**config.mk**
```make
export PLATFORM = sky130hd
export DESIGN_NAME = key_conditioner
export DESIGN_NICKNAME = d
export VERILOG_FILES = /design/src/rtl/key_conditioner.sv
export SDC_FILE = /design/constraint.sdc
export NUM_CORES = 1
export LEC_CHECK = 0
export CORE_AREA = 2 2 83 85
export DETAILED_ROUTE_END_ITERATION = 7
export DIE_AREA = 0 0 85 87
export GPL_TIMING_DRIVEN = 0
export PLACE_DENSITY_LB_ADDON = 0.12
export SLEW_MARGIN = 20
export SYNTH_ARGS = -nofsm -noshare
export SYNTH_HDL_FRONTEND = slang
export SYNTH_SLANG_ARGS = --single-unit
export TNS_END_PERCENT = 10
```
**constraint.sdc**
```tcl
create_clock -name sysclk -period 2.9 [get_ports sysclk]
set_input_delay 0.435 -clock sysclk [delete_from_list [all_inputs] [get_ports sysclk]]
set_output_delay 0.435 -clock sysclk [all_outputs]
set_load 0.005 [all_outputs]
```
**src/rtl/key_conditioner.sv**
```systemverilog
`default_nettype none
// ============================================================================
// Module      : key_conditioner
// Description : Input conditioning for one raw push-button. It synchronises
//               the pin into sysclk with two flops and debounces it with a
//               4-state FSM. It then produces registered single-cycle pulses
//               for press, release and long-press.
//
//               Optional feature macro: KEY_AUTO_REPEAT_EN
//                 defined   -> after long_pulse, press_pulse re-fires every
//                              REPEAT_CNT cycles while the key stays HELD
//                 undefined -> exactly one press_pulse per press
//
// Ports       : sysclk        in  system clock, rising edge
//               resetb        in  asynchronous active-low reset
//               key_in        in  raw asynchronous button level
//               key_level     out debounced level, 1 = pressed
//               press_pulse   out 1-cycle pulse on accepted press / repeat
//               release_pulse out 1-cycle pulse on accepted release
//               long_pulse    out 1-cycle pulse once per press after
//                                 LONG_CNT cycles held
// Revision    : 1.0  initial release
// ============================================================================
module key_conditioner #(
    parameter int DEBOUNCE_CNT = 1000000,
    parameter int LONG_CNT     = 100000000,
    parameter int REPEAT_CNT   = 10000000,
    parameter int CNT_W        = 27,
    parameter bit ACTIVE_LOW   = 1'b1
) (
    input  logic sysclk,
    input  logic resetb,
    input  logic key_in,
    output logic key_level,
    output logic press_pulse,
    output logic release_pulse,
    output logic long_pulse
);

    // ------------------------------------------------------------------
    // Elaboration-time sanity check: counters must hold every terminal
    // count.
    // ------------------------------------------------------------------
    localparam longint c_cnt_span = longint'(1) << CNT_W;

    if ((DEBOUNCE_CNT < 1) || (LONG_CNT < 1) ||
        (c_cnt_span <= longint'(DEBOUNCE_CNT)) ||
        (c_cnt_span <= longint'(LONG_CNT)) ||
        (c_cnt_span <= longint'(REPEAT_CNT))) begin : g_param_check
        $error("key_conditioner: illegal DEBOUNCE_CNT/LONG_CNT/REPEAT_CNT/CNT_W");
    end

    // ------------------------------------------------------------------
    // State encoding and constants
    // ------------------------------------------------------------------
    localparam logic [1:0] S_IDLE         = 2'd0;
    localparam logic [1:0] S_PRESS_WAIT   = 2'd1;
    localparam logic [1:0] S_HELD         = 2'd2;
    localparam logic [1:0] S_RELEASE_WAIT = 2'd3;

    localparam logic [CNT_W-1:0] c_zero     = '0;
    localparam logic [CNT_W-1:0] c_one      = CNT_W'(1);
    localparam logic [CNT_W-1:0] c_deb_last = CNT_W'(DEBOUNCE_CNT - 1);
    localparam logic [CNT_W-1:0] c_long     = CNT_W'(LONG_CNT);
    localparam logic [CNT_W-1:0] c_long_m1  = CNT_W'(LONG_CNT - 1);
`ifdef KEY_AUTO_REPEAT_EN
    localparam logic [CNT_W-1:0] c_rpt_last = CNT_W'(REPEAT_CNT - 1);
`endif

    // ------------------------------------------------------------------
    // Registers and next-state wires
    // ------------------------------------------------------------------
    logic             r_sync1;
    logic             r_sync2;      // synchronised key, 1 = pressed
    logic [1:0]       r_state;
    logic [CNT_W-1:0] r_cnt;        // debounce counter
    logic [CNT_W-1:0] r_hold_cnt;   // cycles since accepted press

    logic             w_key_p;
    logic [1:0]       w_state_nxt;
    logic [CNT_W-1:0] w_cnt_nxt;
    logic [CNT_W-1:0] w_hold_nxt;
    logic             w_level_nxt;
    logic             w_press_nxt;
    logic             w_release_nxt;
    logic             w_long_nxt;

`ifdef KEY_AUTO_REPEAT_EN
    logic [CNT_W-1:0] r_rpt_cnt;
    logic [CNT_W-1:0] w_rpt_nxt;
`endif

    // Normalise polarity before synchronising, so the flops reset to
    // "not pressed" regardless of ACTIVE_LOW.
    assign w_key_p = key_in ^ ACTIVE_LOW;

    // ------------------------------------------------------------------
    // Next-state / output logic
    // ------------------------------------------------------------------
    always_comb begin
        w_state_nxt   = r_state;
        w_cnt_nxt     = r_cnt;
        w_hold_nxt    = r_hold_cnt;
        w_level_nxt   = key_level;
        w_press_nxt   = 1'b0;
        w_release_nxt = 1'b0;
        w_long_nxt    = 1'b0;
`ifdef KEY_AUTO_REPEAT_EN
        w_rpt_nxt     = r_rpt_cnt;
`endif

        // The hold counter keeps running through a release glitch, so a
        // bounce near the long-press threshold does not restart it.
        // It saturates at LONG_CNT, which makes long_pulse one-shot.
        if ((r_state == S_HELD) || (r_state == S_RELEASE_WAIT)) begin
            if (r_hold_cnt != c_long) begin
                w_hold_nxt = r_hold_cnt + c_one;
                if (r_hold_cnt == c_long_m1) begin
                    w_long_nxt = 1'b1;
                end
            end
        end

        case (r_state)
            S_IDLE: begin
                w_hold_nxt = c_zero;
`ifdef KEY_AUTO_REPEAT_EN
                w_rpt_nxt  = c_zero;
`endif
                if (r_sync2) begin
                    w_state_nxt = S_PRESS_WAIT;
                    w_cnt_nxt   = c_zero;
                end
            end

            S_PRESS_WAIT: begin
                if (!r_sync2) begin
                    w_state_nxt = S_IDLE;
                end else if (r_cnt == c_deb_last) begin
                    w_state_nxt = S_HELD;
                    w_press_nxt = 1'b1;
                    w_level_nxt = 1'b1;
                    w_hold_nxt  = c_zero;
                end else begin
                    w_cnt_nxt = r_cnt + c_one;
                end
            end

            S_HELD: begin
                if (!r_sync2) begin
                    w_state_nxt = S_RELEASE_WAIT;
                    w_cnt_nxt   = c_zero;
                end
`ifdef KEY_AUTO_REPEAT_EN
                // Repeat phase starts only once the hold counter has
                // saturated, i.e. after long_pulse has fired.
                if (r_hold_cnt == c_long) begin
                    if (r_rpt_cnt == c_rpt_last) begin
                        w_press_nxt = 1'b1;
                        w_rpt_nxt   = c_zero;
                    end else begin
                        w_rpt_nxt = r_rpt_cnt + c_one;
                    end
                end
`endif
            end

            S_RELEASE_WAIT: begin
                if (r_sync2) begin
                    w_state_nxt = S_HELD;
                end else if (r_cnt == c_deb_last) begin
                    w_state_nxt   = S_IDLE;
                    w_release_nxt = 1'b1;
                    w_level_nxt   = 1'b0;
                end else begin
                    w_cnt_nxt = r_cnt + c_one;
                end
            end

            default: begin
                w_state_nxt = S_IDLE;
            end
        endcase

`ifdef KEY_AUTO_REPEAT_EN
        // Repeat period is measured from the long_pulse edge.
        if (w_long_nxt) begin
            w_rpt_nxt = c_zero;
        end
`endif
    end

    // ------------------------------------------------------------------
    // State and output registers
    // ------------------------------------------------------------------
    always_ff @(posedge sysclk or negedge resetb) begin
        if (!resetb) begin
            r_sync1       <= 1'b0;
            r_sync2       <= 1'b0;
            r_state       <= S_IDLE;
            r_cnt         <= c_zero;
            r_hold_cnt    <= c_zero;
            key_level     <= 1'b0;
            press_pulse   <= 1'b0;
            release_pulse <= 1'b0;
            long_pulse    <= 1'b0;
        end else begin
            r_sync1       <= w_key_p;
            r_sync2       <= r_sync1;
            r_state       <= w_state_nxt;
            r_cnt         <= w_cnt_nxt;
            r_hold_cnt    <= w_hold_nxt;
            key_level     <= w_level_nxt;
            press_pulse   <= w_press_nxt;
            release_pulse <= w_release_nxt;
            long_pulse    <= w_long_nxt;
        end
    end

`ifdef KEY_AUTO_REPEAT_EN
    always_ff @(posedge sysclk or negedge resetb) begin
        if (!resetb) begin
            r_rpt_cnt <= c_zero;
        end else begin
            r_rpt_cnt <= w_rpt_nxt;
        end
    end
`endif

endmodule
`default_nettype wire
```
Yosys cells after proc, flatten, opt, wreduce, memory -nomap -nowiden
Cells that the tools add are included.
{"block": "word_totals", "register_bits": 62, "inputBits": 3}
{"block": "op_classes", "n_addsub": 2, "eq_ne": 14, "mux": 31, "n_bitwise": 1, "n_reduce_logical": 6}
{"cell": "$mux W27", "n": 9}
{"cell": "$pmux W27 S4", "n": 1}
{"cell": "$add A27 B1 Y27 const B", "n": 2}
{"cell": "$pmux W27 S2", "n": 1}
{"cell": "$eq A27 B20 Y1 const B", "n": 1}
{"cell": "$eq A27 B27 Y1 const B", "n": 1}
{"cell": "$ne A27 B27 Y1 const B", "n": 1}
{"cell": "$mux W1", "n": 12}
{"cell": "$mux W2", "n": 6}
{"cell": "$ne A2 B2 Y1 const B", "n": 5}
{"cell": "$pmux W2 S4", "n": 1}
{"cell": "$reduce_and A4 Y1", "n": 2}
{"cell": "$reduce_and A5 Y1", "n": 1}
{"cell": "$eq A2 B2 Y1 const B", "n": 2}
{"cell": "$ne A3 B2 Y1 const B", "n": 1}
{"cell": "$ne A3 B3 Y1 const B", "n": 1}
{"cell": "$eq A2 B1 Y1 const B", "n": 1}
{"cell": "$logic_not A2 Y1", "n": 1}
{"cell": "$ne A2 B1 Y1 const B", "n": 1}
{"cell": "$pmux W1 S2", "n": 1}
{"cell": "$reduce_bool A2 Y1", "n": 1}
{"cell": "$logic_or A1 B1 Y1", "n": 1}
{"cell": "$not A1 Y1", "n": 1}

Logic depth before layout (Yosys ltp)
Gate-level depths: netlist (run 1).
{"block": "depth", "ltp_word": 6, "depth_mapped": 7, "mapped_depth_nobuf": 7}

Worst setup path after synthesis (run 1)
No wires, ideal clock.
{"block": "synth_path", "path_type": "register -> register", "from": "register r_cnt[0]", "to": "register r_hold_cnt[11]", "setup_ns": 0.121, "t_arrival_ns": 1.955, "required_ns": 2.779, "setup_slack_ns": 0.824, "path_stages_with_launch": 8, "cell_sequence": "dfrtp_1 ha_1 nand2_1 or4b_4 o31a_1 nor2b_1 buf_6 a22o_1"}
{"block": "synth_between", "elab_chain_cells": 4}
{"element": "from (decl)", "line_no": "76", "text": "logic [CNT_W-1:0] r_cnt;"}
{"element": "from (signal assigned)", "line_no": "201", "text": "r_cnt <= c_zero;"}
{"element": "from (signal assigned)", "line_no": "211", "text": "r_cnt <= w_cnt_nxt;"}
{"element": "$eq A27 B20 Y1", "line_no": "139", "text": "end else if (r_cnt == c_deb_last) begin"}
{"element": "$mux W27", "line_no": "139"}
{"element": "$mux W27", "line_no": "137", "text": "if (!r_sync2) begin"}
{"element": "$pmux W27 S2", "line_no": "124", "text": "case (r_state)"}
{"element": "named net w_hold_nxt[11]", "line_no": "82", "text": "logic [CNT_W-1:0] w_hold_nxt;"}
{"element": "to (signal assigned)", "line_no": "202", "text": "r_hold_cnt <= c_zero;"}
{"element": "to (signal assigned)", "line_no": "212", "text": "r_hold_cnt <= w_hold_nxt;"}
{"element": "to (decl)", "line_no": "77", "text": "logic [CNT_W-1:0] r_hold_cnt;"}
The timed path passes the listed nets, and every way through them passes these cells.
A chain may end at the register's enable or synchronous reset.

Worst setup path in the final report (run 1)
{"block": "layout_path", "from": "register r_cnt[0]", "to": "register r_hold_cnt[21]"}
The elaborated chain is that of the path after synthesis.

==> flow_metrics.py, run 1 <==
metrics = {
    "outcome": {
        "status": "finished, final reports clean",
    },
    "synth": {
        "synth_edf_count": 0,
        "synth_cell_types": 50,
        "ys_seq_elements": 62,
        "synth_area_leader_cell": "dfrtp_1",
        "synth_warnings": 0,
        "ys.flop_type": "dfrtp_1",
        "syn_nets": 388,
        "synth.most_common_cell": "dfrtp_1",
        "synthTopCellsByArea": "dfrtp_1 44%, nor2_1 4.5%, mux2i_1 4.0%",
        "yosysSeqAreaShare_pct": 44.2,
        "avgSynthCellArea_um2": 9.19,
        "syn_inst": 382,
        "async_flop_share_pct": 100,
        "synth_top_area_share_pct": 44.2,
        "syn-cell-area_um2": 3510,
        "synth_top_cells_by_count": "62 x dfrtp_1, 42 x nor2_1, 36 x nand2_1",
    },
    "grt": {
        "track_usage_pct": 23.5,
        "grt_pass1_vias": 2790,
        "grt_overflow": 0,
        "grt_max_degree": 49,
        "antenna_found_initial": 0,
        "grt_pass1_wl_um": 13700,
    },
    "timing": {
        "fin_crit_sh_pct": 82.0,
        "setup_tns_ps": 0,
        "relSlewSlack_pct": 38.2,
        "fmaxAchievable_mhz": 421,
        "maxSlewViolCount": 0,
        "hold_viol": 0,
        "fin_skew_ps": 6.95,
        "setup_viol": 0,
        "period_needed_ps": 2380,
        "rsz0062_at_grt": "no",
        "tightest_slew_ps": 919,
        "worst_slack_ps": 523,
    },
    "power": {
        "power.share.combinational_pct": 5.2,
        "seqPwrFrac_pct": 48.8,
        "cellLeakagePower_uw": 0.00167,
        "p_sw_uw": 432,
        "powerDensity_nw_per_um2": 471,
        "sw_frac_of_total_pct": 23.4,
        "ir_drop_v": 0.000354,
        "clockPowerShare_pct": 46.0,
        "p_int_uw": 1420,
    },
    "detailed_routing": {
        "wl_met2_um": 4080,
        "postRouteAntennaNets": 0,
        "wl_met3_um": 276,
        "firstDrtPassIters": 4,
        "totalWireLength_um": 8120,
        "wl_met1_um": 3600,
        "viasPerCell": 6.03,
        "drc": 0,
        "drt_iter0_drc": 148,
        "wire_per_inst_um": 16.7,
        "routed.top_layer": "met4",
        "vias": 2933,
    },
    "place": {
        "dp_slack_ps": 543,
        "portBuffers": 6,
        "globalplace.congestion": 0.836,
        "hpwl_um": 5580,
    },
    "worst_hold_path": {
        "hold_class": "reg -> reg",
    },
    "cts": {
        "cts_buffers": 9,
        "clock_latency_ps": 340,
        "path_clk_slew_ps": 70,
        "h-tree-depth": 3,
        "cts-root-to-sink-buffers": 2,
        "cts_root_buf": "clkbuf_8",
        "cts_tree": "built",
        "cts_resized": 0,
        "cts.sinks": 62,
    },
    "layout": {
        "drive_above_1_share_pct": 6.40,
        "area_delta_synth_final_pct": 11.7,
        "layout.nets": 407,
        "diodes": 0,
    },
    "run": {
        "drv_cap": 0,
    },
    "critical_path": {
        "startpoint": "r_cnt[0]",
        "critPathCaptureType": "flop",
        "path_max_fanout": 10,
        "r2r_cells": 7,
        "path_class": "reg -> reg",
        "r2r_setup_slack_ps": 520,
        "reg2reg_from": "r_cnt[0]",
        "endpoint": "r_hold_cnt[21]",
        "crit_arrival_ps": 2600,
        "startpoint_type": "flop",
        "required_ps": 3130,
        "rr_endpoint": "r_hold_cnt[21]",
    },
    "floorplanning": {
        "fp.dieW_um": 85,
        "dieArea_um2": 7400,
        "core-area_um2": 6570,
        "floorplan.die.height_um": 87,
        "start_util_pct": 53.5,
        "num_rows": 30,
        "pin_count": 7,
    },
}
[metrics by stage]
stage	area, um2	utilization (%)	power (uW)	instances	hold WS (ps)
2_1_floorplan	3510	-	965	382	139
3_3_place_gp	3670	55.9	1000	468	335
3_5_place_dp	3700	56.3	1010	469	308
4_1_cts	3920	59.7	1870	486	347
5_1_grt	3920	59.7	1920	486	355
6_report	3920	59.7	1850	486	341
[worst min-delay path by stage]
| stage | from | end | slack [ps] | cells after the start |
|---|---|---|---|---|
| 2_1_floorplan | resetb | asynchronous set/reset pin | 140 | 0 |
| 3_3_place_gp | r_sync1 | r_sync2 | 330 | 0 |
| 3_5_place_dp | resetb | r_hold_cnt[14] | 310 | 1 |
| 4_1_cts | r_sync1 | r_sync2 | 350 | 0 |
| 5_1_grt | r_sync1 | r_sync2 | 350 | 0 |
| 6_report | r_sync1 | r_sync2 | 340 | 0 |
[layout by cell type (no fill, tap or decap), drive strengths merged, types with 6 or more instances in the layout]
cell type	n
xor2	13
clkbuf	27
nand4	19
nor2	43
xnor2	15
and3	12
nor3	14
buf	6
nand3	27
o21ai	16
dfrtp	62
a21oi	6
mux2i	14
nor4	8
nand2	36
a22o	8
and4	11
inv	9
[area by class of cell]
type / instances / area [um2]
timing repair buffer: 8 / 95.1
sequential: 62 / 1550
clock inverter: 4 / 70.1
buffer: 19 / 82.6
inverter: 10 / 37.5
fill: 558 / 2650
clock buffer: 12 / 145
multi-input combinational: 291 / 1840
tap: 80 / 100
[cells by family (layout without fill, tap and decap cells)]
kind of cell | count (synthesis) | in the layout | synth area share (%)
buffers and inverters | 29 | 53 | 3.42
multiplexers | 15 | 15 | 4.31
flip-flops | 62 | 62 | 44.2
XOR/XNOR | 28 | 28 | 6.98
AO/OA/AOI/OAI | 49 | 49 | 9.76
AND/OR/NAND/NOR | 196 | 196 | 30.3
adder cells (fa/ha/maj) | 3 | 3 | 1.07
[power groups by stage]
stage	combinational, uW	sequential, uW	clock (uW)
3_5_place_dp	96.6	917	0
4_1_cts	97.6	901	871
3_3_place_gp	89.4	915	0
6_report	95.6	902	851
5_1_grt	108	902	906
2_1_floorplan	53.8	911	0
[state kept, by name (all words and copies together) (netlist names), named ones only]
name           cells
r_sync2            1
long_pulse         1
r_sync1            1
r_cnt             27
press_pulse        1
release_pulse      1
key_level          1
r_state            1
r_hold_cnt        27
[per-layer routing]
metal  global-route usage (%)  up-vias
li1                         -     1436
met1                     29.8     1414
met2                     40.2       68
met3                     4.74       15
met4                     7.94        0
met5                        0        -
[timing repair]
item	CTS	global route
setup buffers	0	0
endpoints found under the hold margin	14	0
hold buffers	1	0
[worst max-delay path, stage by stage, from the launching register on]
cell and delay [ps]:
dfrtp_1 400, ha_1 230, nand2_1 120, or4b_4 540, o31a_1 350, nor2_4 250, buf_2 300, nor2_1 80
Power figures use the tool's default switching activity.
==> inputs of run 2 (changes only) <==
- clock period: 2.9 -> 2.5 ns (I/O delays scaled with it)
==> run 2 against run 1 <==
Effect of this change: critical path depth did not move; fmax rose by 0.63%; core utilization rose by 0.13 points; final cell count stayed put; final area up 0.22%; worst setup slack worse by 390 ps; sequential share of layout area decreased by 0.088 points; first-iteration DRC count increased by 31%; clock power up 16%; routed wire length rose by 0.27%; count of clock-buffer cells in the layout stayed put; highest routed layer unchanged.
==> flow_metrics.py, run 2 (synthesis results as in run 1) <==
metrics = {
    "outcome": {
        "status": "finished, final reports clean",
    },
    "floorplanning": {
        "fp.dieW_um": 85,
        "dieArea_um2": 7400,
        "core-area_um2": 6570,
        "pin_count": 7,
        "floorplan.die.height_um": 87,
        "start_util_pct": 53.5,
        "num_rows": 30,
    },
    "timing": {
        "hold_viol": 0,
        "relSlewSlack_pct": 37.9,
        "fin_skew_ps": 7.32,
        "tightest_slew_ps": 923,
        "fin_crit_sh_pct": 94.5,
        "maxSlewViolCount": 0,
        "rsz0062_at_grt": "no",
        "setup_viol": 0,
        "setup_tns_ps": 0,
        "period_needed_ps": 2360,
        "fmaxAchievable_mhz": 423,
        "worst_slack_ps": 138,
    },
    "critical_path": {
        "path_max_fanout": 10,
        "path_class": "reg -> reg",
        "r2r_setup_slack_ps": 140,
        "crit_arrival_ps": 2600,
        "critPathCaptureType": "flop",
        "startpoint_type": "flop",
        "r2r_cells": 7,
        "required_ps": 2730,
    },
    "power": {
        "powerDensity_nw_per_um2": 545,
        "ir_drop_v": 0.000411,
        "cellLeakagePower_uw": 0.00167,
    },
    "cts": {
        "path_clk_slew_ps": 70,
        "cts_buffers": 9,
        "cts_tree": "built",
        "clock_latency_ps": 340,
        "cts-root-to-sink-buffers": 2,
        "cts.sinks": 62,
        "cts_root_buf": "clkbuf_8",
        "post-cts-setup-buffer-count": 0,
        "h-tree-depth": 3,
    },
    "grt": {
        "grt_pass1_vias": 2790,
        "grt_pass1_wl_um": 13700,
        "track_usage_pct": 23.5,
        "grt_overflow": 0,
        "antenna_found_initial": 0,
        "grt_max_degree": 49,
    },
    "detailed_routing": {
        "drt_iter0_drc": 194,
        "postRouteAntennaNets": 0,
        "drc": 0,
        "vias": 2937,
        "firstDrtPassIters": 4,
        "viasPerCell": 6.04,
        "totalWireLength_um": 8140,
        "wire_per_inst_um": 16.8,
    },
    "worst_hold_path": {
        "holdPathStages": 0,
        "hold_class": "reg -> reg",
    },
    "place": {
        "hpwl_um": 5580,
        "dp_slack_ps": 143,
        "globalplace.congestion": 0.836,
        "portBuffers": 6,
    },
    "layout": {
        "fillers": 557,
        "layout_commonest_cell": "dfrtp_1",
        "final_cell_mix": "62 x dfrtp_1, 42 x nor2_1, 36 x nand2_1",
        "diodes": 0,
        "drive_above_1_share_pct": 6.65,
        "area_delta_synth_final_pct": 11.9,
        "largestRegisters": "r_cnt: 27 flops, r_hold_cnt: 27 flops",
        "layout.nets": 407,
    },
    "run": {
        "drv_cap": 0,
    },
}
[run 2: cell types whose count changed in the layout (fill, tap and decap cells not counted)]
cell / before / now
nor4_1: 8 / 7
clkbuf_4: 0 / 1
nor4_2: 0 / 1
buf_2: 3 / 2
[run 2: where the power goes]
| part | switching, uW | total, uW | internal, uW |
|---|---|---|---|
| sequential | 25.9 | 1050 | 1020 |
| combinational | 74.7 | 111 | 36.8 |
| clock | 400 | 986 | 587 |
| total | 500 | 2140 | 1640 |
[run 2: area by class of cell]
type                       count  area (um2)  area share (%)
sequential                    62        1550            39.5
timing repair buffer           8        95.1            2.42
inverter                      10        37.5           0.955
multi-input combinational    291        1850            47.0
buffer                        19        85.1            2.16
clock buffer                  12         145            3.69
clock inverter                 4        70.1            1.78
tap                           80         100            2.55
[run 2: worst paths after layout]
check                         start             end
min                         r_sync1         r_sync2
min reg2reg                 r_sync1         r_sync2
max in group asynchronous    resetb      r_state[0]
max reg2reg                r_cnt[0]  r_hold_cnt[21]
min in group asynchronous    resetb  r_hold_cnt[14]
max                        r_cnt[0]  r_hold_cnt[21]
[run 2: worst max-delay path, cell delays in order, from the launching register on]
cell      delay, ps
dfrtp_1         400
ha_1            230
nand2_1         120
or4b_4          540
o31a_1          350
nor2_4          260
clkbuf_4        290
nor2_1           70
[run 2: per-stage QoR]
step	hold WS, ps	utilization [%]	cell area, um2	power (uW)	cells
floorplan	79.4	-	3510	1120	382
global placement	335	55.9	3670	1170	468
detailed placement	248	56.3	3700	1180	469
CTS	347	59.7	3920	2170	486
global route	355	59.8	3930	2220	486
finish	341	59.8	3930	2140	486
[run 2: per-layer routing]
| layer | share of wire [%] | GRT usage [%] | routed length, um | vias up |
|---|---|---|---|---|
| met4 | 1.7 | 7.94 | 136 | 0 |
| met3 | 3.3 | 4.74 | 267 | 13 |
| met1 | 44 | 29.8 | 3620 | 1421 |
| met5 | 0 | 0 | 0 | - |
| met2 | 51 | 40.2 | 4120 | 62 |
| li1 | - | - | - | 1441 |
[run 2: repair_timing]
| item | in CTS | in global routing |
|---|---|---|
| hold endpoints to repair | 14 | 0 |
| hold buffers | 1 | 0 |
| gates resized for setup | 0 | 2 |
| endpoints found under the setup margin | 0 | 10 |
